===== config.mk =====
export PLATFORM = sky130hd
export DESIGN_NAME = ps2_host_rx_fifo
export DESIGN_NICKNAME = d
export VERILOG_FILES = /design/src/rtl/ps2_host_rx_fifo.sv
export SDC_FILE = /design/constraint.sdc
export NUM_CORES = 1
export LEC_CHECK = 0
export CORE_MARGIN = 10
export CORE_UTILIZATION = 50
export DETAILED_ROUTE_END_ITERATION = 8
export GPL_ROUTABILITY_DRIVEN = 0
export PLACE_DENSITY_LB_ADDON = 0.2
export RECOVER_POWER = 50
export SETUP_SLACK_MARGIN = 0.1
export SYNTH_ARGS = -nofsm -noshare
export SYNTH_HDL_FRONTEND = slang
export SYNTH_SLANG_ARGS = --single-unit
export TNS_END_PERCENT = 50

===== constraint.sdc =====
create_clock -name clk -period 3.4 [get_ports clk]
set_input_delay 0.68 -clock clk [delete_from_list [all_inputs] [get_ports clk]]
set_output_delay 0.68 -clock clk [all_outputs]
set_load 0.05 [all_outputs]

===== src/rtl/ps2_host_rx_fifo.sv =====
// PS/2 host receiver: pin synchronisers, clock deglitch filter, 11-bit frame deframer and FWFT byte FIFO.
// Define PS2_RX_TIMEOUT_EN to abort frames that stall for TIMEOUT_CYC cycles (err_type 11).
module ps2_host_rx_fifo #(
    parameter int unsigned DEPTH       = 8,
    parameter int unsigned SYNC_STAGES = 2,
    parameter int unsigned FILTER      = 4,
    parameter int unsigned TIMEOUT_CYC = 2000
) (
    input  logic                       clk,
    input  logic                       rst_n,
    input  logic                       ps2_clk,
    input  logic                       ps2_data,
    input  logic                       rd_en,
    output logic [7:0]                 rd_data,
    output logic                       rd_valid,
    output logic [$clog2(DEPTH):0]     count,
    output logic                       error,
    output logic [1:0]                 err_type,
    output logic                       overflow
);
    localparam int unsigned AW = $clog2(DEPTH);
    localparam int unsigned CW = AW + 1;
    localparam int unsigned FW = (FILTER > 1) ? $clog2(FILTER) : 1;

    if (DEPTH < 2 || (DEPTH & (DEPTH - 1)) != 0 || SYNC_STAGES < 2 || FILTER < 1 || TIMEOUT_CYC < 1)
    begin : g_bad_params
        $error("ps2_host_rx_fifo: illegal parameter combination");
    end

    typedef enum logic [1:0] {S_IDLE, S_DATA, S_PARITY, S_STOP} state_t;

    logic [SYNC_STAGES-1:0] clk_sync, data_sync;
    logic                   fclk;
    logic [FW-1:0]          fcnt;
    logic                   clk_s, din, fall_c;
    state_t                 state;
    logic [7:0]             shreg;
    logic [2:0]             bitcnt;
    logic                   par_bit;
    logic                   push_c, pop_c, full_c, wr_c;
    logic [7:0]             mem [DEPTH];
    logic [AW-1:0]          wptr, rptr;
    logic [CW-1:0]          cnt_nxt;

    assign clk_s  = clk_sync[SYNC_STAGES-1];
    assign din    = data_sync[SYNC_STAGES-1];
    assign fall_c = fclk && !clk_s && (fcnt == FW'(FILTER - 1));

    // Pin synchronisers, idle-high
    always_ff @(posedge clk or negedge rst_n) begin
        if (!rst_n) begin
            clk_sync  <= '1;
            data_sync <= '1;
        end else begin
            clk_sync  <= {clk_sync[SYNC_STAGES-2:0], ps2_clk};
            data_sync <= {data_sync[SYNC_STAGES-2:0], ps2_data};
        end
    end

    // Accept a new clock level only after FILTER consecutive disagreeing cycles
    always_ff @(posedge clk or negedge rst_n) begin
        if (!rst_n) begin
            fclk <= 1'b1;
            fcnt <= '0;
        end else if (clk_s != fclk) begin
            if (fcnt == FW'(FILTER - 1)) begin
                fclk <= clk_s;
                fcnt <= '0;
            end else begin
                fcnt <= fcnt + FW'(1);
            end
        end else begin
            fcnt <= '0;
        end
    end

`ifdef PS2_RX_TIMEOUT_EN
    localparam int unsigned TW = $clog2(TIMEOUT_CYC + 1);
    logic [TW-1:0] tcnt;
    logic          timeout_c;

    assign timeout_c = (state != S_IDLE) && (tcnt == TW'(TIMEOUT_CYC));

    always_ff @(posedge clk or negedge rst_n) begin
        if (!rst_n)
            tcnt <= '0;
        else if (fall_c || state == S_IDLE)
            tcnt <= '0;
        else if (tcnt != TW'(TIMEOUT_CYC))
            tcnt <= tcnt + TW'(1);
    end
`else
    logic timeout_c;
    assign timeout_c = 1'b0;
`endif

    assign push_c = fall_c && (state == S_STOP) && din && (^{shreg, par_bit});

    // Frame deframer, one transition per accepted falling edge
    always_ff @(posedge clk or negedge rst_n) begin
        if (!rst_n) begin
            state    <= S_IDLE;
            shreg    <= '0;
            bitcnt   <= '0;
            par_bit  <= 1'b0;
            error    <= 1'b0;
            err_type <= 2'b00;
        end else begin
            error    <= 1'b0;
            err_type <= 2'b00;
            if (fall_c) begin
                case (state)
                    S_IDLE: begin
                        if (!din) begin
                            state  <= S_DATA;
                            bitcnt <= '0;
                        end else begin
                            error    <= 1'b1;
                            err_type <= 2'b10;
                        end
                    end
                    S_DATA: begin
                        shreg  <= {din, shreg[7:1]};
                        bitcnt <= bitcnt + 3'd1;
                        if (bitcnt == 3'd7)
                            state <= S_PARITY;
                    end
                    S_PARITY: begin
                        par_bit <= din;
                        state   <= S_STOP;
                    end
                    default: begin
                        state <= S_IDLE;
                        if (!din) begin
                            error    <= 1'b1;
                            err_type <= 2'b10;
                        end else if (!(^{shreg, par_bit})) begin
                            error    <= 1'b1;
                            err_type <= 2'b01;
                        end
                    end
                endcase
            end else if (timeout_c) begin
                state    <= S_IDLE;
                error    <= 1'b1;
                err_type <= 2'b11;
            end
        end
    end

    assign pop_c  = rd_en && (count != '0);
    assign full_c = (count == CW'(DEPTH));
    assign wr_c   = push_c && (!full_c || pop_c);

    always_comb begin
        cnt_nxt = count;
        if (wr_c && !pop_c)
            cnt_nxt = count + CW'(1);
        else if (!wr_c && pop_c)
            cnt_nxt = count - CW'(1);
    end

    // FWFT storage; a pop in the same cycle frees the slot for a push into a full FIFO
    always_ff @(posedge clk or negedge rst_n) begin
        if (!rst_n) begin
            for (int unsigned i = 0; i < DEPTH; i++)
                mem[i] <= '0;
            wptr     <= '0;
            rptr     <= '0;
            count    <= '0;
            rd_valid <= 1'b0;
            overflow <= 1'b0;
        end else begin
            overflow <= push_c && full_c && !pop_c;
            if (wr_c) begin
                mem[wptr] <= shreg;
                wptr      <= wptr + AW'(1);
            end
            if (pop_c)
                rptr <= rptr + AW'(1);
            count    <= cnt_nxt;
            rd_valid <= (cnt_nxt != '0);
        end
    end

    assign rd_data = mem[rptr];

endmodule


==> flow_metrics.tcl <==
set metrics [dict create \
    die_area_mm2 0.01396 \
    seqPwrFrac 0.547 \
    grt_pass1_wl_um 14970 \
    setup_violations 0 \
    n_antenna_cell 0 \
    tritoncts "built" \
    rsz0062_at_grt "no" \
    fin_nets 362 \
    cap_violations 1 \
    comb_power_share 0.097 \
    ys_seq_elements 100 \
    finalWorstSetupSlack_ns 0.3813 \
    setup.worst_path.class "flop to output port" \
    p_per_area_mw_per_mm2 430.3 \
    ctsResizeCount 0 \
    max_freq_mhz 331.3 \
    start_util 0.5164 \
    wl_per_cell_um 18.84 \
    drive_gt1_frac 0.4052 \
    track_usage 0.1341 \
    grt-ovfl-total 0 \
    ctsHoldBuffers 0 \
    crit_arrival_ns 2.34 \
    grt_pass1_vias 2768 \
    violations "max-capacitance violations, max-slew violations" \
    ctsHtreeMaxLevel 3 \
    clk_latency_ns 0.37 \
    swShare 0.2488 \
    dpl_worst_slack_ns 0.5084 \
    fin_hold_ws_ns 0.3622 \
    ys_types 51 \
    p_clk_frac 0.355 \
    slew_headroom -0.0001659 \
    routed_wirelength_um 8986 \
    drtPass1Iterations 4 \
    synth.net_count 342 \
    vdd_drop_max_mv 0.2138 \
    core.rowCount 35 \
    postSynthAreaPerCell_um2 14.87 \
    grt_max_degree 61 \
    drv_slew 10 \
    cts_buffer_depth 2 \
    syn-cell-area_mm2 0.004817 \
    syn_inst 324 \
    n_fill_cell 765 \
    synth-seq-area-share 0.5208 \
    power_mw 2.301 \
    clock_skew_ns 0.01370 \
    p_leak_nw 2.562 \
    route.antenna.remaining_nets 0 \
    post_drt_via_cell_ratio 5.583 \
    p_int_mw 1.729 \
    worst_pin_slew_ns 1.500 \
    status "finished, violations left" \
    final_common_cell "dfrtp_1" \
    finalCriticalPeriod_ns 3.019 \
    hpwl_um 5949 \
    design_area_mm2 0.005348 \
    drc_errors 0 \
    cts.sinks 100 \
    finalCritPeriodShare 0.8878 \
    final.setup.tns_ns 0 \
    crit_path_max_fanout 8 \
    crit_path_end_kind "output port" \
    worstSetupStartpointType "flop" \
    post_cts_buffers 0 \
    cts_buffers 9 \
    cts_root_buffer "clkbuf_8" \
    yosys_warnings 0 \
    final_cell_mix "95 x dfrtp_1, 70 x mux2_2, 16 x mux4_2, 14 x buf_4" \
    drt_iter0_drc 100 \
    die_h_um 118.2 \
    ios 22 \
    cp.required_ns 2.72 \
    area_growth_pct 11.01 \
    antenna_found_initial 0 \
    numPortBuffers 21 \
    die_x_um 118.2 \
    vias 2663 \
    clk_pin_slew_ns 0.09 \
    hold_viol_final 0 \
    core_area_mm2 0.009328 \
    switchingPower_uw 572.7 \
    post_dp_cell_area_mm2 0.005145 \
    holdCritPathClass "flop to flop" \
]
-- critical path: stages (launching register included) --
cell and delay [ns]:
dfrtp_1 0.70, buf_4 0.29, mux4_2 0.51, mux2_2 0.28, buf_4 0.19
-- cells in the mapped netlist, drive strengths merged --
cell,count,area (µm²)
nand2,13,48.80
nor4,3,33.78
nand4b,4,47.55
nand4,3,25.02
nor2,6,30.03
a32o,3,30.03
o31ai,1,7.510
and4,1,8.760
nor3,2,10.01
a31o,1,8.760
ha,13,162.7
dfstp,5,131.4
nor3b,1,12.51
nand2b,1,6.260
inv,9,33.78
a2111oi,2,17.52
mux2,86,998.5
xor2,3,26.28
nand3,2,15.01
and4bb,1,12.51
nor2b,1,6.260
clkbuf,13,48.80
o21a,1,7.510
nand3b,1,7.510
o21ai,4,20.02
and3b,1,8.760
mux4,16,360.4
and2,4,25.02
mux2i,4,52.55
buf,7,38.79
nor4b,1,23.77
xor3,1,23.77
nor4bb,1,10.01
o311ai,1,8.760
dfrtp,95,2377
a21oi,2,10.01
xnor3,2,46.29
a211oi,1,7.510
o22ai,1,6.260
xnor2,7,61.31
-- cell type report --
type	instances	area [µm²]	share of cell area
inverters	9	33.78	0.006317
flip-flops and latches	100	2509	0.4691
clock inverters	6	88.84	0.01661
clock buffers	9	123.9	0.02316
well taps	129	161.4	0.03018
repair buffers	29	237.7	0.04445
multi-input cells	195	2193	0.4102
-- path summary, 6_finish.rpt --
kind / start / to / slack [ns] / cells past startpoint
max: rptr[0] / rd_data[5] / 0.38 / 4
min in group asynchronous: rst_n / mem[19] / 0.67 / 1
max in group asynchronous: rst_n / par_bit / 0.96 / 2
min reg2reg: data_sync[0] / data_sync[1] / 0.36 / 0
min: data_sync[0] / data_sync[1] / 0.36 / 0
max reg2reg: shreg[1] / mem[46] / 0.52 / 6
-- metal layers --
layer | wire [µm] | GRT usage | vias up
met1 | 4500 | 0.1878 | 1399
met2 | 4129 | 0.2034 | 27
met3 | 232 | 0.02713 | 10
met4 | 123 | 0.04405 | 0
li1 | - | - | 1227
met5 | 0 | 0 | -
-- power by group through the flow --
stage | clock, mW | sequential [mW] | combinational [mW]
floorplan | 0 | 1.30 | 0.134
global placement | 0 | 1.28 | 0.225
detailed placement | 0 | 1.28 | 0.230
CTS | 0.836 | 1.26 | 0.232
global route | 0.892 | 1.26 | 0.255
finish | 0.817 | 1.26 | 0.224
-- logic make-up after synthesis --
group | share of synthesized area
AO/OA/AOI/OAI | 0.02572
buffers and inverters | 0.02520
adder cells (fa/ha/maj) | 0.03377
multiplexers | 0.2930
flip-flops | 0.5208
XOR/XNOR | 0.03273
AND/OR/NAND/NOR | 0.06883
-- sequential cells by signal, indices dropped and copies added, names as in the netlist, 3 cells and up --
name    count
bitcnt      3
count       4
mem        64
rptr        3
shreg       8
wptr        3
-- stage by stage --
step                      utilization  cells
after detailed placement       0.5516    462
after CTS                      0.5744    477
after floorplan                     -    324
after global routing           0.5733    477
after global placement         0.5516    462
final                          0.5733    477
Power figures use the tool's default switching activity.
